File: config.mk
export PLATFORM = sky130hd
export DESIGN_NAME = smpldbit_vote_reg
export DESIGN_NICKNAME = d
export VERILOG_FILES = /design/src/rtl/smpldbit_vote_reg_pkg.sv /design/src/rtl/smpldbit_vote_reg_majority_vote.sv /design/src/rtl/smpldbit_vote_reg.sv
export SDC_FILE = /design/constraint.sdc
export NUM_CORES = 1
export LEC_CHECK = 0
export CORE_MARGIN = 2
export CORE_UTILIZATION = 44
export DETAILED_ROUTE_END_ITERATION = 10
export GPL_ROUTABILITY_DRIVEN = 0
export PLACE_DENSITY = 0.8
export SLEW_MARGIN = 20
export SYNTH_ARGS = -nofsm -noshare
export SYNTH_HDL_FRONTEND = slang
export SYNTH_SLANG_ARGS = --single-unit
File: constraint.sdc
create_clock -name clock -period 1.85 [get_ports clock]
set_input_delay 0.2775 -clock clock [delete_from_list [all_inputs] [get_ports clock]]
set_output_delay 0.2775 -clock clock [all_outputs]
set_load 0.01 [all_outputs]
File: src/rtl/smpldbit_vote_reg_pkg.sv
// can_smpl_pkg: shared encodings for the CAN sampled-bit path.
//   ctrl_t          bittime FSM command to the sampled-bit register
//   CTRL_*          command encodings
//   RECESSIVE/DOMINANT  bus level constants
package can_smpl_pkg;

  typedef logic [1:0] ctrl_t;

  localparam ctrl_t CTRL_HOLD      = 2'b00;
  localparam ctrl_t CTRL_RECESSIVE = 2'b01;
  localparam ctrl_t CTRL_COMMIT    = 2'b10;
  localparam ctrl_t CTRL_CLEAR     = 2'b11;

  localparam logic RECESSIVE = 1'b1;
  localparam logic DOMINANT  = 1'b0;

endpackage

File: src/rtl/smpldbit_vote_reg_majority_vote.sv
// majority_vote: combinational majority over N sample bits.
//   in_bits  N samples
//   vote     1 when more than N/2 of the samples are 1
module majority_vote #(
  parameter int N = 3
) (
  input  logic [N-1:0] in_bits,
  output logic         vote
);

  localparam int CW = $clog2(N + 1);

  logic [CW-1:0] ones;

  always_comb begin
    ones = '0;
    for (int i = 0; i < N; i++) begin
      ones = ones + CW'(in_bits[i]);
    end
    vote = (ones > CW'(N / 2));
  end

endmodule

File: src/rtl/smpldbit_vote_reg.sv
// smpldbit_vote_reg: sampled-bit register for the CAN bit-timing path.
// Collects up to NSAMPLES puffer samples per bit time and commits one bit per
// bit time under bittime-FSM control (majority vote or latest sample).
//   clock, reset    clock and synchronous active-high reset
//   ctrl            00 hold, 01 force recessive, 10 commit, 11 clear samples
//   sample_en       capture puffer as a sample this cycle
//   puffer          edge puffer bus value
//   sam_mode        1 = majority over NSAMPLES, 0 = latest sample
//   smpldbit        committed bit (1 = recessive)
//   smpldbit_valid  one-cycle pulse when smpldbit takes a new committed value
//   bit_history     committed bits, [0] newest
//   stuck_dom       dominant run reached DOM_LIMIT
module smpldbit_vote_reg
  import can_smpl_pkg::*;
#(
  parameter int NSAMPLES   = 3,
  parameter int HIST_DEPTH = 4,
  parameter int DOM_LIMIT  = 11
) (
  input  logic                  clock,
  input  logic                  reset,
  input  logic [1:0]            ctrl,
  input  logic                  sample_en,
  input  logic                  puffer,
  input  logic                  sam_mode,
  output logic                  smpldbit,
  output logic                  smpldbit_valid,
  output logic [HIST_DEPTH-1:0] bit_history,
  output logic                  stuck_dom
);

  localparam int CNT_W = $clog2(NSAMPLES + 1);
  localparam int RUN_W = $clog2(DOM_LIMIT + 1);

  if ((NSAMPLES % 2) == 0 || NSAMPLES < 1 || NSAMPLES > 5) begin : g_bad_nsamples
    $error("smpldbit_vote_reg: NSAMPLES must be odd and in 1..5");
  end
  if (HIST_DEPTH < 1 || HIST_DEPTH > 16) begin : g_bad_hist
    $error("smpldbit_vote_reg: HIST_DEPTH must be in 1..16");
  end
  if (DOM_LIMIT < 1 || DOM_LIMIT > 255) begin : g_bad_dom
    $error("smpldbit_vote_reg: DOM_LIMIT must be in 1..255");
  end

  function automatic logic [CNT_W-1:0] cnt_sat_inc(input logic [CNT_W-1:0] c);
    return (c == CNT_W'(NSAMPLES)) ? c : c + CNT_W'(1);
  endfunction

  function automatic logic [RUN_W-1:0] run_sat_inc(input logic [RUN_W-1:0] r);
    return (r == RUN_W'(DOM_LIMIT)) ? r : r + RUN_W'(1);
  endfunction

  logic [NSAMPLES-1:0]   smp_p1;
  logic [CNT_W-1:0]      cnt_p1;
  logic                  bit_p1;
  logic                  vld_p1;
  logic [HIST_DEPTH-1:0] hist_p1;
  logic [RUN_W-1:0]      run_p1;
  logic                  stuck_p1;

  logic [NSAMPLES-1:0]   eff_smp_p0;
  logic [CNT_W-1:0]      eff_cnt_p0;
  logic                  maj_p0;
  logic                  result_p0;

  logic [NSAMPLES-1:0]   smp_n;
  logic [CNT_W-1:0]      cnt_n;
  logic                  bit_n;
  logic                  vld_n;
  logic [HIST_DEPTH-1:0] hist_n;
  logic [RUN_W-1:0]      run_n;

  // ---- p0: effective samples (includes a same-cycle capture) and commit result
  always_comb begin
    eff_smp_p0 = sample_en ? NSAMPLES'({smp_p1, puffer}) : smp_p1;
    eff_cnt_p0 = sample_en ? cnt_sat_inc(cnt_p1) : cnt_p1;
  end

  majority_vote #(.N(NSAMPLES)) u_vote (
    .in_bits (eff_smp_p0),
    .vote    (maj_p0)
  );

  always_comb begin
    if (eff_cnt_p0 == '0)
      result_p0 = puffer;  // nothing sampled this bit: legacy delayed path
    else if (sam_mode && eff_cnt_p0 == CNT_W'(NSAMPLES))
      result_p0 = maj_p0;
    else
      result_p0 = eff_smp_p0[0];
  end

  always_comb begin
    smp_n  = eff_smp_p0;
    cnt_n  = eff_cnt_p0;
    bit_n  = bit_p1;
    vld_n  = 1'b0;
    hist_n = hist_p1;
    run_n  = run_p1;
    case (ctrl)
      CTRL_HOLD: ;
      CTRL_RECESSIVE: begin
        bit_n  = RECESSIVE;
        vld_n  = 1'b1;
        hist_n = HIST_DEPTH'({hist_p1, RECESSIVE});
        run_n  = '0;
        cnt_n  = '0;
      end
      CTRL_COMMIT: begin
        bit_n  = result_p0;
        vld_n  = 1'b1;
        hist_n = HIST_DEPTH'({hist_p1, result_p0});
        run_n  = (result_p0 == DOMINANT) ? run_sat_inc(run_p1) : '0;
        cnt_n  = '0;
      end
      CTRL_CLEAR: begin
        // a sample captured alongside a clear is discarded
        smp_n = '1;
        cnt_n = '0;
      end
      default: ;
    endcase
  end

  // ---- p1: registered state and outputs
  always_ff @(posedge clock) begin
    if (reset) begin
      smp_p1   <= '1;
      cnt_p1   <= '0;
      bit_p1   <= RECESSIVE;
      vld_p1   <= 1'b0;
      hist_p1  <= '1;
      run_p1   <= '0;
      stuck_p1 <= 1'b0;
    end else begin
      smp_p1   <= smp_n;
      cnt_p1   <= cnt_n;
      bit_p1   <= bit_n;
      vld_p1   <= vld_n;
      hist_p1  <= hist_n;
      run_p1   <= run_n;
      stuck_p1 <= (run_n == RUN_W'(DOM_LIMIT));
    end
  end

  assign smpldbit       = bit_p1;
  assign smpldbit_valid = vld_p1;
  assign bit_history    = hist_p1;
  assign stuck_dom      = stuck_p1;

endmodule

==> run summary <==
The detailed placer's ending HPWL came out at about 1100 um. TritonCTS built the clock tree. The number of warnings reported in the yosys synthesis log is 0. For this design the static power due to leakage is 0.409 nW.

The maximum VDD drop came out at 498 uV. The final instance area came out at 1010 um2. The number of filler cells placed in the layout came out at 140. The area growth from synthesis to final layout came out at 32.7%. The tree is rooted in a sky130_fd_sc_hd__clkbuf_4. The ratio of final minimum period to clock period is between 90 and 100%. The number of global-route vias before repair is around 550.

The number of endpoints with negative hold slack in the final report came out at 0. The worst hold path belongs to the class register to register. The post-synth net total came out at 90.

The number of hold buffers added after CTS came out at 0. The DRC violation count after routing came out at 0. The depth of the worst register-to-register path came out at 6. The power per cell area is 682 nW/um2. The aggregate global-route resource usage came out at 16.8%. The total area inside the core boundary comes to 1560 um2. The cell area after placement came out at 961 um2. The routed wire length is 1370 um. Synthesis produced 79 cells. The die area came out at 2070 um2. The time the worst path needs with I/O delays and setup is 1.73 ns. The worst setup path is of the input port to register kind. The post-synthesis cell type count came out at 33.

In this run the worst path has a maximum fanout of 5. The number of placed instances, taps included, is 115. For the pin with the worst max-slew slack, the measured transition is between 0.2 and 0.3 ns. The total number of vias is around 640.

The count of nets after finishing came out at 115. The height of the chip came out at 45.5 um. The fraction of final layout cells sized beyond drive strength 1 is slightly below 20%. The boundary pin count is 14. Cells fill 64.5% of the core in the end.

The remaining antenna violation count after routing is 0. The cell row count is 14. After detailed routing, the average wire length per cell comes to 11.5 um. In this run the horizontal extent of the chip is 45.5 um.

CTS saw 15 sinks. In the routed layout, each cell is associated on average with a via count of around 5.4. The CTS buffer count is 3. The number of port buffers came out at 13. Across all hold checks on the routed design, the worst slack comes to 0.498 ns. After clock tree synthesis, the clock-pin slew on the worst setup and hold paths is 0.08 ns. The worst setup path is captured at a register. The kind of start point of the critical path is an input port. Entering global routing, the biggest net connects 10 pins. The largest clock skew in the final design came out at 0.00432 ns. The critical path data required time is between 2 and 2.5 ns. The count of max-cap constraint violations is 0.

After synthesis the cells add up to ~760 um2. The final worst-path setup slack came out at 0.116 ns. The synthesized design devotes to its leading area cell type approximately two fifths of total area. The flow ran to the end, and the final reports show no timing, DRC or antenna violations. In the post-synthesis netlist, the biggest area contributors are sky130_fd_sc_hd__dfxtp_1 (40%), sky130_fd_sc_hd__ha_1 (6.6%), sky130_fd_sc_hd__nor2_1 (4.5%). After the first detailed-routing iteration, the DRC count stood at 5. In this run, synthesis produced a sequential element count of 15.

The final setup violation count came out at 0. Setup repair after global routing left no endpoint under its margin. A synthesized cell averages 9.60 um2.

The initial core utilization came out at between 40% and 50%. Static timing analysis puts the maximum clock frequency at around 580 MHz. Of all cell types, the one taking the most synthesized area is sky130_fd_sc_hd__dfxtp_1. In this run the deepest clock path goes through 2 buffers.

In this run the number of H-tree levels came out at 1. The antenna cell count is 0. The non-filler instance count after layout is 119. The data arrival time of the critical path is 1.95 ns.

Counting instances, the worst hold path has a depth of 1. Measured against its own limit, the worst slew margin works out to 80.8%. Leaving out fill and tap cells, the most frequent cell in the layout is sky130_fd_sc_hd__dfxtp_1. The clock reaches the later pin of the worst-skew pair after 0.28 ns. The number of max-slew violations in the final report was 0. Leaving out fill and tap cells, the most frequent cells in the layout are sky130_fd_sc_hd__dfxtp_1 (15), sky130_fd_sc_hd__clkdlybuf4s50_1 (12), sky130_fd_sc_hd__nor2_1 (9), sky130_fd_sc_hd__buf_4 (9). The number of antenna violations at the first check in global routing was 0. Global routing finished with a remaining overflow of 0. Overall power consumption after layout is estimated at between 0.6 and 0.7 mW.

For this run, the register share of the synthesized area comes to between 30% and 40%. The global-route wire length before repair is 2350 um. The setup slack at placement is -0.442 ns. The total negative slack for setup checks came out at 0 ns. For this run, the detailed router's first-pass iteration total came to 2.
[kinds of logic (layout without fill, tap and decap cells)]
group / count (synthesis) / count (layout) / share of synthesized area (%)
compound gates: 19 / 19 / 20.6
xor+xnor: 2 / 2 / 2.31
fa+ha+maj: 4 / 4 / 6.60
buf+inv: 4 / 28 / 3.46
flops: 15 / 15 / 39.6
mux: 4 / 4 / 6.27
simple gates: 31 / 31 / 21.1
[synth_stat cells, drive strengths merged]
cell,instances
nor2b,4
a21bo,1
o211ai,1
nand2b,4
o31ai,2
xnor2,1
ha,4
buf,2
nor2,9
clkbuf,1
a2111oi,1
dfxtp,15
a21oi,7
and3,1
mux2i,1
inv,1
nor3,2
nor4b,1
xor2,1
o2bb2ai,1
nand2,6
or2,1
nand3,1
a32o,1
mux2,3
nand3b,2
o21ai,1
a211o,3
a21boi,1
[routing by layer]
layer / global-route usage, % / wire length (um) / up-vias
met4: 10.6 / 36 / 0
met1: 20.2 / 642 / 291
met5: 0 / 0 / -
li1: - / - / 331
met2: 23.9 / 614 / 12
met3: 7.94 / 80 / 5
[report_power, final]
part / leakage [nW] / internal (mW) / switching, mW
registers: 0.123 / 0.339 / 0.0130
clock network: 0.0150 / 0.0838 / 0.0981
logic: 0.271 / 0.0857 / 0.0661
total: 0.409 / 0.508 / 0.177
[state kept, by name, indices dropped and copies added (netlist names)]
signal	count
smp_p1	3
cnt_p1	2
bit_history	4
stuck_dom	1
run_p1	4
smpldbit_valid	1
[layout make-up]
cell class                      count  area [um2]  share of cell area [%]
Clock buffer                        4        26.3                    2.61
Inverter                            1        3.75                   0.373
Multi-Input combinational cell     60         448                    44.5
Sequential cell                    15         300                    29.9
Tap cell                           16        20.0                    1.99
Timing Repair Buffer               23         208                    20.6
[critical path: stages]
cell and delay [ns]:
sky130_fd_sc_hd__clkdlybuf4s50_1 0.48, sky130_fd_sc_hd__nand2_1 0.09, sky130_fd_sc_hd__nand2_1 0.12, sky130_fd_sc_hd__ha_4 0.22
sky130_fd_sc_hd__a2111oi_4 0.29, sky130_fd_sc_hd__a21oi_2 0.09, sky130_fd_sc_hd__or2_4 0.25, sky130_fd_sc_hd__a21oi_1 0.13
[path summary, 6_finish.rpt]
kind / slack [ns] / to / from
setup / recovery: 0.12 / run_p1[1] / puffer
hold / removal: 0.50 / bit_history[3] / bit_history[3]
setup reg to reg: 0.21 / run_p1[1] / smp_p1[2]
hold reg to reg: 0.50 / bit_history[3] / bit_history[3]
[what timing repair did]
| item | 4_1_cts | 5_1_grt |
|---|---|---|
| gates resized for setup | 4 | 0 |
| endpoints found under the hold margin | 0 | 0 |
| setup buffers | 0 | 0 |
| setup endpoints to repair | 6 | 0 |
Note: power is estimated with default switching activity, not from simulation.
